`config.mk`:
```
export PLATFORM = sky130hd
export DESIGN_NAME = hbridge_pwm_driver
export DESIGN_NICKNAME = d
export VERILOG_FILES = /design/src/rtl/hbridge_pwm_driver.sv
export SDC_FILE = /design/constraint.sdc
export NUM_CORES = 1
export LEC_CHECK = 0
export ABC_AREA = 1
export ABC_CLOCK_PERIOD_IN_PS = 6400
export CORE_MARGIN = 4
export CORE_UTILIZATION = 55
export CTS_BUF_LIST = sky130_fd_sc_hd__clkbuf_2 sky130_fd_sc_hd__clkbuf_4 sky130_fd_sc_hd__clkbuf_8
export DETAILED_ROUTE_END_ITERATION = 6
export GPL_TIMING_DRIVEN = 1
export PLACE_DENSITY_LB_ADDON = 0.05
export SYNTH_ARGS = -nofsm -noshare
export SYNTH_HDL_FRONTEND = slang
export SYNTH_SLANG_ARGS = --single-unit
```
`constraint.sdc`:
```
create_clock -name clock -period 6.4 [get_ports clock]
set_input_delay 0.64 -clock clock [delete_from_list [all_inputs] [get_ports clock]]
set_output_delay 0.64 -clock clock [all_outputs]
set_load 0.005 [all_outputs]
```
`src/rtl/hbridge_pwm_driver.sv`:
```
// H-bridge driver: applies requested bridge inputs with dead-time on reversal, brake handling and ramped PWM duty.
// Latency: inputs registered (1 clk), outputs registered (1 clk) -> request visible on IN_out 2 clocks after it is driven.
// Backpressure: none; the request is sampled every clock and reversals are deferred internally by the dead-time coast.
module hbridge_pwm_driver #(
  parameter int         PWM_DIV    = 1250,
  parameter int         DEAD_TIME  = 50000,
  parameter int         RAMP_DIV   = 500000,
  parameter logic [2:0] TURN_INNER = 3'd2
) (
  input  logic       clock,
  input  logic       reset,
  input  logic [3:0] sendToH_Bridge_INs,
  input  logic [3:0] movDirec_isTurning_leftRight,
  output logic [3:0] IN_out,
  output logic       ENA,
  output logic       ENB,
  output logic [3:0] previousH_Bridge_INs,
  output logic [5:0] previousSpeeds,
  output logic [3:0] previous_movDirec_isTurning_leftRight_fromHBridge
);

  localparam int PW = $clog2(PWM_DIV + 1);
  localparam int DW = $clog2(DEAD_TIME + 1);
  localparam int RW = $clog2(RAMP_DIV + 1);

  typedef enum logic [1:0] {RUN = 2'd0, DEAD = 2'd1, BRAKE = 2'd2} state_t;

  state_t          state_q;
  logic [3:0]      req_q;
  logic [3:0]      code_q;
  logic [3:0]      code_fb_q;
  logic [3:0]      in_q;
  logic            ena_q;
  logic            enb_q;
  logic [2:0]      duty_a_q;
  logic [2:0]      duty_b_q;
  logic [2:0]      tgt_a_q;
  logic [2:0]      tgt_b_q;
  logic [2:0]      tgt_a_d;
  logic [2:0]      tgt_b_d;
  logic [DW-1:0]   dead_cnt_q;
  logic [PW-1:0]   pwm_div_q;
  logic [2:0]      slot_q;
  logic [RW-1:0]   ramp_cnt_q;
  logic            ramp_tick;
  logic            slot_tick;
  logic            reversal;

  // A motor pair flips direction when it goes 10 -> 01 or 01 -> 10.
  function automatic logic pair_rev(input logic [1:0] cur, input logic [1:0] req);
    return ((cur == 2'b10) && (req == 2'b01)) || ((cur == 2'b01) && (req == 2'b10));
  endfunction

  // Ramp up one step per tick, but never lag behind a lowered target.
  function automatic logic [2:0] ramp_step(input logic [2:0] duty, input logic [2:0] tgt,
                                           input logic tick);
    if (duty > tgt)              return tgt;
    else if ((duty < tgt) && tick) return duty + 3'd1;
    else                         return duty;
  endfunction

  assign ramp_tick = (ramp_cnt_q == RW'(RAMP_DIV - 1));
  assign slot_tick = (pwm_div_q == PW'(PWM_DIV - 1));
  assign reversal  = pair_rev(in_q[3:2], req_q[3:2]) | pair_rev(in_q[1:0], req_q[1:0]);

  // Decode the registered motion code into per-wheel target duties; 1001 keeps the old targets.
  always_comb begin
    tgt_a_d = 3'd0;
    tgt_b_d = 3'd0;
    case (code_q)
      4'b1100, 4'b1000: begin tgt_a_d = 3'd7;       tgt_b_d = 3'd7;       end
      4'b1111, 4'b1010: begin tgt_a_d = 3'd7;       tgt_b_d = TURN_INNER; end
      4'b1110, 4'b1011: begin tgt_a_d = TURN_INNER; tgt_b_d = 3'd7;       end
      4'b1001:          begin tgt_a_d = tgt_a_q;    tgt_b_d = tgt_b_q;    end
      default:          begin tgt_a_d = 3'd0;       tgt_b_d = 3'd0;       end
    endcase
  end

  // Register the raw inputs, the held targets and the accepted motion code.
  always_ff @(posedge clock or posedge reset) begin
    if (reset) begin
      req_q     <= 4'd0;
      code_q    <= 4'd0;
      code_fb_q <= 4'd0;
      tgt_a_q   <= 3'd0;
      tgt_b_q   <= 3'd0;
    end else begin
      req_q   <= sendToH_Bridge_INs;
      code_q  <= movDirec_isTurning_leftRight;
      tgt_a_q <= tgt_a_d;
      tgt_b_q <= tgt_b_d;
      if (code_q != 4'b1001) code_fb_q <= code_q;
    end
  end

  // Free-running PWM slot prescaler/slot counter and ramp tick divider.
  always_ff @(posedge clock or posedge reset) begin
    if (reset) begin
      pwm_div_q  <= '0;
      slot_q     <= 3'd0;
      ramp_cnt_q <= '0;
    end else begin
      if (slot_tick) begin
        pwm_div_q <= '0;
        slot_q    <= slot_q + 3'd1;
      end else begin
        pwm_div_q <= pwm_div_q + PW'(1);
      end
      if (ramp_tick) ramp_cnt_q <= '0;
      else           ramp_cnt_q <= ramp_cnt_q + RW'(1);
    end
  end

  // Bridge state machine: run/ramp, dead-time coast before reversal, and brake hold.
  always_ff @(posedge clock or posedge reset) begin
    if (reset) begin
      state_q    <= RUN;
      in_q       <= 4'd0;
      ena_q      <= 1'b0;
      enb_q      <= 1'b0;
      duty_a_q   <= 3'd0;
      duty_b_q   <= 3'd0;
      dead_cnt_q <= '0;
    end else begin
      case (state_q)
        RUN: begin
          if (req_q == 4'b1111) begin
            in_q     <= 4'b1111;
            ena_q    <= 1'b1;
            enb_q    <= 1'b1;
            duty_a_q <= 3'd0;
            duty_b_q <= 3'd0;
            state_q  <= BRAKE;
          end else if (reversal) begin
            in_q       <= 4'd0;
            ena_q      <= 1'b0;
            enb_q      <= 1'b0;
            duty_a_q   <= 3'd0;
            duty_b_q   <= 3'd0;
            dead_cnt_q <= DW'(DEAD_TIME - 1);
            state_q    <= DEAD;
          end else begin
            in_q     <= req_q;
            duty_a_q <= ramp_step(duty_a_q, tgt_a_d, ramp_tick);
            duty_b_q <= ramp_step(duty_b_q, tgt_b_d, ramp_tick);
            ena_q    <= (slot_q < duty_a_q);
            enb_q    <= (slot_q < duty_b_q);
          end
        end
        DEAD: begin
          ena_q    <= 1'b0;
          enb_q    <= 1'b0;
          duty_a_q <= 3'd0;
          duty_b_q <= 3'd0;
          if (dead_cnt_q == '0) begin
            in_q    <= req_q;
            state_q <= RUN;
          end else begin
            in_q       <= 4'd0;
            dead_cnt_q <= dead_cnt_q - DW'(1);
          end
        end
        BRAKE: begin
          duty_a_q <= 3'd0;
          duty_b_q <= 3'd0;
          if (req_q == 4'b1111) begin
            in_q  <= 4'b1111;
            ena_q <= 1'b1;
            enb_q <= 1'b1;
          end else begin
            in_q       <= 4'd0;
            ena_q      <= 1'b0;
            enb_q      <= 1'b0;
            dead_cnt_q <= DW'(DEAD_TIME - 1);
            state_q    <= DEAD;
          end
        end
        default: state_q <= RUN;
      endcase
    end
  end

  assign IN_out               = in_q;
  assign ENA                  = ena_q;
  assign ENB                  = enb_q;
  assign previousH_Bridge_INs = in_q;
  assign previousSpeeds       = {duty_a_q, duty_b_q};
  assign previous_movDirec_isTurning_leftRight_fromHBridge = code_fb_q;

endmodule

```
==> impl_metrics.py, run 1 <==
metrics = {
    "setup_path": {
        "arrival_ps": 2830,
        "r2r-start": "code_q[2]",
        "endpoint_kind": "register",
        "critPathMaxFanout": 9,
        "worstSetupPathType": "register to register",
        "crit_start": "code_q[2]",
        "start_kind": "register",
        "required_ps": 6700,
    },
    "route": {
        "dr_wl_met2_um": 4362,
        "top_layer_used": "met4",
        "wl_per_cell_um": 12.57,
        "via_per_inst": 5.204,
        "final_antenna_net_count": 0,
        "drtIter0Drc": 154,
        "drcViolationCount": 0,
        "met1_length_um": 4624,
        "wirelength_um": 9426,
        "route.met3.wl_um": 277,
        "vias": 3903,
        "drtPass1Iterations": 5,
    },
    "floorplanning": {
        "ios": 30,
        "die_h_um": 101.4,
        "fp.coreArea_um2": 8341,
        "fp-row-count": 33,
        "die_width_um": 101.4,
        "initial_utilization_pct": 57.53,
        "dieArea_um2": 10280,
    },
    "yosys": {
        "synth_enable_flop_cells": 0,
        "yosysWarnings": 0,
        "syn_inst": 610,
        "ys_seq_area_share_pct": 42.24,
        "synth_nets": 641,
        "synth_most_common_cell": "nand2_1",
        "ys_async_sr_fraction_pct": 100.0,
        "synth_common_cells": "nand2_1 (158), dfrtp_1 (81), inv_1 (77)",
        "netlist_top_cells_area": "dfrtp_1 (42%), nand2_1 (12%), inv_1 (6.0%)",
        "netlist_area_um2": 4798,
        "ys.flop_type": "dfrtp_1",
        "syn_avg_cell_area_um2": 7.866,
        "synth.top_cell.area_share_pct": 42.24,
        "synth_cell_type_count": 36,
        "ys_ff_latch": 81,
        "synth_largest_area_cell": "dfrtp_1",
    },
    "clock_tree": {
        "clock_sinks": 81,
        "cts_setup_buffers": 0,
        "cts.hold.buffers_added": 0,
        "ctsLongestPathBuffers": 2,
        "clk_latency_ps": 350,
        "h-tree-depth": 3,
        "cts-root-buf": "clkbuf_8",
        "cts.clk_slew.worst_paths_ps": 90,
        "cts_resized": 0,
        "cts_tree": "yes",
        "numCtsBuffers": 9,
    },
    "cells_and_area": {
        "final_nets": 671,
        "syn2layout_area_growth_pct": 11.58,
        "multiInputGateArea_um2": 2397,
        "fin_cells": 750,
        "drive_gt1_share_pct": 9.457,
        "antenna_cells": 0,
        "ff_latch_area_um2": 2027,
        "final_area_um2": 5354,
        "fill_cells": 717,
    },
    "timing": {
        "period_share_pct": 39.52,
        "fmax_ghz": 0.3954,
        "slew_viol_final": 0,
        "setup_tns_ps": 0,
        "min_period_ps": 2529,
        "rsz0062_at_grt": "false",
        "maxSlewHeadroom_pct": 33.83,
        "report.final.hold_viol_count": 0,
        "worst_slew_pin_slew_ps": 992.5,
        "setup_viol": 0,
        "fin_worst_skew_ps": 10.20,
        "fin_ws_ps": 3871,
    },
    "status": {
        "status": "finished, final reports clean",
    },
    "global_routing": {
        "grt_start_max_net_pins": 82,
        "track_usage_pct": 19.30,
        "grt_pass1_wl_um": 16160,
        "grt_antenna_before_repair": 0,
        "grt_overflow_total": 0,
        "grt_pass1_vias": 3623,
    },
    "place": {
        "dpl_cell_area_um2": 5147,
        "dp_hpwl_um": 6904,
        "dp.cells": 734,
        "pre_cts_slack_ps": 3905,
        "portBuffers": 29,
        "routabilityCongestion": 0.8524,
    },
    "worst_hold_path": {
        "hold_path.class": "register to register",
    },
    "power_and_ir_drop": {
        "power_density_nw_per_um2": 361.0,
        "vdd_ir_drop_max_uv": 199.2,
        "p_total_mw": 1.933,
        "p_leak_nw": 2.627,
    },
    "flow_run": {
        "max-cap-violations": 0,
    },
}
[where the power goes]
| group | internal (mW) | total, mW | switching [mW] |
|---|---|---|---|
| Clock | 0.188 | 0.395 | 0.207 |
| Combinational | 0.325 | 0.846 | 0.521 |
| Sequential | 0.598 | 0.692 | 0.0940 |
| Total | 1.11 | 1.93 | 0.822 |
[per-layer routing]
metal / up-vias / track usage (%)
met2: 69 / 31.54
met4: 0 / 6.851
met3: 15 / 2.686
met5: - / 0
met1: 1830 / 26.34
li1: 1989 / -
[logic make-up (layout without fill, tap and decap cells)]
kind of cell,count (synthesis),after routing,share of synthesized area [%]
buffers and inverters,89,124,7.796
and+or+nand+nor,332,332,32.59
adders and majority gates,21,21,5.476
AOI/OAI and AO/OA,57,57,6.415
DFF,81,81,42.24
xor gates and xnor gates,30,30,5.476
[final timing paths]
| check | endpoint | depth (start not counted) | slack [ps] |
|---|---|---|---|
| max reg2reg | duty_a_q[1] | 17 | 3870 |
| min reg2reg | register | 2 | 490 |
| min | register | 2 | 490 |
| min in group asynchronous | code_q[1] | 3 | 930 |
| max in group asynchronous | dead_cnt_q[6] | 3 | 4850 |
| max | duty_a_q[1] | 17 | 3870 |
[registers in the layout, indices dropped and copies added, names as in the netlist]
register,cells
slot_q,3
pwm_div_q,11
duty_a_q,3
state_q,2
IN_out,4
ENB,1
ramp_cnt_q,19
tgt_a_q,3
dead_cnt_q,16
tgt_b_q,3
duty_b_q,3
code_q,4
previous_movDirec_isTurning_leftRight_fromHBridge,4
ENA,1
req_q,4
[layout by cell type, fill, tap and decap left out, drive strengths merged, types with 2 or more instances in the layout]
cell type      netlist  layout
clkdlybuf4s50        0      29
nor2                70      70
nand4               13      13
xnor2               11      11
nand3b               2       2
nor4                 2       2
or2                  7       7
o211ai               2       2
nand2              176     176
xor2                19      19
o21ai               35      35
dfrtp               81      81
a21oi               18      18
inv                 78      82
nor3                22      22
ha                  21      21
clkinv               0       2
nand3               38      38
clkbuf               1       9
[final cells by class]
| type | count | share of cell area, % |
|---|---|---|
| multi-input combinational | 440 | 44.78 |
| clock buffer | 9 | 2.314 |
| sequential | 81 | 37.86 |
| inverter | 78 | 5.492 |
| timing repair buffer | 30 | 5.562 |
| clock inverter | 7 | 1.542 |
| tap | 105 | 2.454 |
[through the flow]
step	hold slack [ps]	utilization, %
after global routing	518.8	64.19
final	488.8	64.19
after CTS	490.5	64.19
after floorplan	457.4	-
after detailed placement	468.9	61.72
after global placement	466.7	61.72
[worst max-delay path, stage by stage, from the launching register on]
cell and delay, ps:
dfrtp_1 400, inv_1 100, nand2_1 100, nor3_4 290, nand2_1 120, nand2_1 100, inv_1 40, ha_1 280
nand2_1 80, nor2_1 100, nor2_1 70, a21oi_1 310, nor2_1 100, nand2_1 90, nand2_2 80, nand2_2 100
nand2_1 60, nand2_1 50
Note: power is estimated with default switching activity, not from simulation.
==> run 2: changes to the inputs <==
--- a/config.mk
+++ b/config.mk
@@ -6,7 +6,7 @@
 export NUM_CORES = 1
 export LEC_CHECK = 0
 export ABC_AREA = 1
-export ABC_CLOCK_PERIOD_IN_PS = 6400
+export ABC_CLOCK_PERIOD_IN_PS = 2200
 export CORE_MARGIN = 4
 export CORE_UTILIZATION = 55
 export CTS_BUF_LIST = sky130_fd_sc_hd__clkbuf_2 sky130_fd_sc_hd__clkbuf_4 sky130_fd_sc_hd__clkbuf_8
==> constraint.sdc (replaced) <==
create_clock -name clock -period 2.2 [get_ports clock]
set_input_delay 0.22 -clock clock [delete_from_list [all_inputs] [get_ports clock]]
set_output_delay 0.22 -clock clock [all_outputs]
set_load 0.005 [all_outputs]
==> impl_metrics.py, run 2 (synthesis gave the netlist of run 1 again) <==
metrics = {
    "route": {
        "via_per_inst": 5.289,
        "drcViolationCount": 0,
        "drtPass1Iterations": 4,
        "drtIter0Drc": 217,
        "wl_per_cell_um": 14.18,
        "wirelength_um": 11190,
        "vias": 4173,
        "final_antenna_net_count": 0,
    },
    "flow_run": {
        "max-cap-violations": 0,
    },
    "global_routing": {
        "grt_pass1_wl_um": 18260,
        "grt_overflow_total": 0,
        "track_usage_pct": 22.09,
        "grt_pass1_vias": 4062,
        "grt_start_max_net_pins": 82,
        "grt_antenna_before_repair": 0,
    },
    "timing": {
        "maxSlewHeadroom_pct": 70.46,
        "report.final.hold_viol_count": 0,
        "fin_ws_ps": -160.0,
        "period_share_pct": 107.3,
        "setup_viol": 6,
        "rsz0062_at_grt": "true",
        "fmax_ghz": 0.4237,
        "hold_slack_ps": 292.8,
        "slew_viol_final": 0,
        "min_period_ps": 2360,
        "worst_slew_pin_slew_ps": 439.0,
        "fin_worst_skew_ps": 18.23,
    },
    "place": {
        "dp.cells": 754,
        "routabilityCongestion": 0.8788,
        "dpl_cell_area_um2": 5313,
        "dp_hpwl_um": 7260,
        "portBuffers": 29,
    },
    "floorplanning": {
        "initial_utilization_pct": 57.53,
        "fp.coreArea_um2": 8341,
        "die_width_um": 101.4,
        "dieArea_um2": 10280,
        "ios": 30,
        "die_h_um": 101.4,
        "fp-row-count": 33,
    },
    "clock_tree": {
        "cts_tree": "yes",
        "h-tree-depth": 3,
        "cts.hold.buffers_added": 0,
        "clk_latency_ps": 360,
        "ctsLongestPathBuffers": 2,
        "numCtsBuffers": 9,
        "cts.clk_slew.worst_paths_ps": 90,
        "cts-root-buf": "clkbuf_8",
        "clock_sinks": 81,
    },
    "cells_and_area": {
        "syn2layout_area_growth_pct": 23.60,
        "final_common_cell": "nand2_1",
        "final_cell_mix": "nand2_1 (135), dfrtp_1 (79), inv_1 (69), nor2_1 (58), buf_4 (34)",
        "largest_reg_flops": 19,
        "final_nets": 710,
        "final_util_pct": 71.11,
        "fin_cells": 789,
        "top_regs": "ramp_cnt_q (19), dead_cnt_q (16), pwm_div_q (11)",
        "drive_gt1_share_pct": 22.37,
        "antenna_cells": 0,
        "top_register": "ramp_cnt_q",
        "fill_cells": 657,
        "final_area_um2": 5931,
    },
    "power_and_ir_drop": {
        "p_leak_nw": 2.887,
        "power_density_nw_per_um2": 1040,
        "vdd_ir_drop_max_uv": 498.7,
        "p_total_mw": 6.170,
    },
    "status": {
        "status": "finished, violations left",
        "violations": "negative setup slack",
    },
    "setup_path": {
        "critPathMaxStageDelay_ps": 490,
        "required_ps": 2450,
        "cpMostUsedCell": "nand2_1",
        "cpLargestDelayFamily": "simple AND/OR/NAND/NOR gates",
        "rr_worst_depth": 15,
        "slowest_stage": "dfrtp_2",
        "start_kind": "register",
        "endpoint_kind": "register",
        "path_cells": "nor3_4, buf_6, nand2_4, nand2_4, inv_2, ha_4, nand2_2, nor2_2, nor2_2, a21oi_2, inv_1, nand2_1, a21oi_1, nand2_1, nand2_1",
        "worstSetupPathType": "register to register",
        "crit_start": "code_q[1]",
        "r2r-start": "code_q[1]",
        "arrival_ps": 2610,
        "cp_num_cells": 15,
        "critPathBufInv": 3,
        "critPathMaxFanout": 7,
    },
    "worst_hold_path": {
        "hp-start": "sendToH_Bridge_INs[0]",
        "hold_path.class": "primary input to register",
        "whs_path_depth": 1,
    },
}
==> run 2: cell count changes in the layout (fill, tap and decap cells not counted), sizes merged <==
cell | before | now
clkinv | 2 | 5
clkinvlp | 0 | 1
inv | 82 | 77
clkbuf | 9 | 10
buf | 1 | 40
==> run 2: area by class of cell <==
cell class                      count  area [µm²]  share of cell area (%)
Tap cell                          105       131.4                   2.215
Sequential cell                    81        2029                   34.22
Clock inverter                      6       58.81                  0.9916
Timing Repair Buffer               69       621.8                   10.49
Multi-Input combinational cell    440        2656                   44.79
Clock buffer                       10       131.4                   2.215
Inverter                           78       301.5                   5.084
==> run 2: timing repair <==
| item | CTS | global route |
|---|---|---|
| pin swaps | 20 | 23 |
| setup endpoints to repair | 6 | 6 |
| resized for setup | 30 | 48 |
| buffers inserted | 8 | 12 |
==> run 2: final timing paths <==
path,endpoint,slack (ps)
min,req_q[0],290
min reg2reg,ENB,480
max reg2reg,duty_b_q[1],-160
min in group asynchronous,code_q[2],330
max,duty_b_q[1],-160
max in group asynchronous,duty_b_q[2],1530
==> run 2: layer usage <==
| metal | global-route usage (%) | wire length, µm | vias to the layer above |
|---|---|---|---|
| met5 | 0 | 0 | - |
| met4 | 7.260 | 276 | 0 |
| met3 | 4.339 | 427 | 25 |
| met2 | 36.47 | 5509 | 93 |
| met1 | 29.27 | 4973 | 1985 |
| li1 | - | - | 2070 |
==> run 2: where the power goes <==
group | internal (mW) | switching [mW] | leakage (nW) | total [mW]
Clock | 0.532 | 0.542 | 0.103 | 1.07
Combinational | 1.27 | 1.81 | 1.75 | 3.08
Sequential | 1.74 | 0.278 | 1.03 | 2.02
Total | 3.54 | 2.63 | 2.89 | 6.17
==> run 2: through the flow <==
| step | worst slack, ps | TNS (ps) |
|---|---|---|
| 5_1_grt | -287.9 | -1360 |
| 3_3_place_gp | -26.94 | -96.22 |
| 2_1_floorplan | 40.51 | 0 |
| 6_report | -160.0 | -620.0 |
| 4_1_cts | -42.82 | -114.9 |
| 3_5_place_dp | -179.7 | -800.0 |
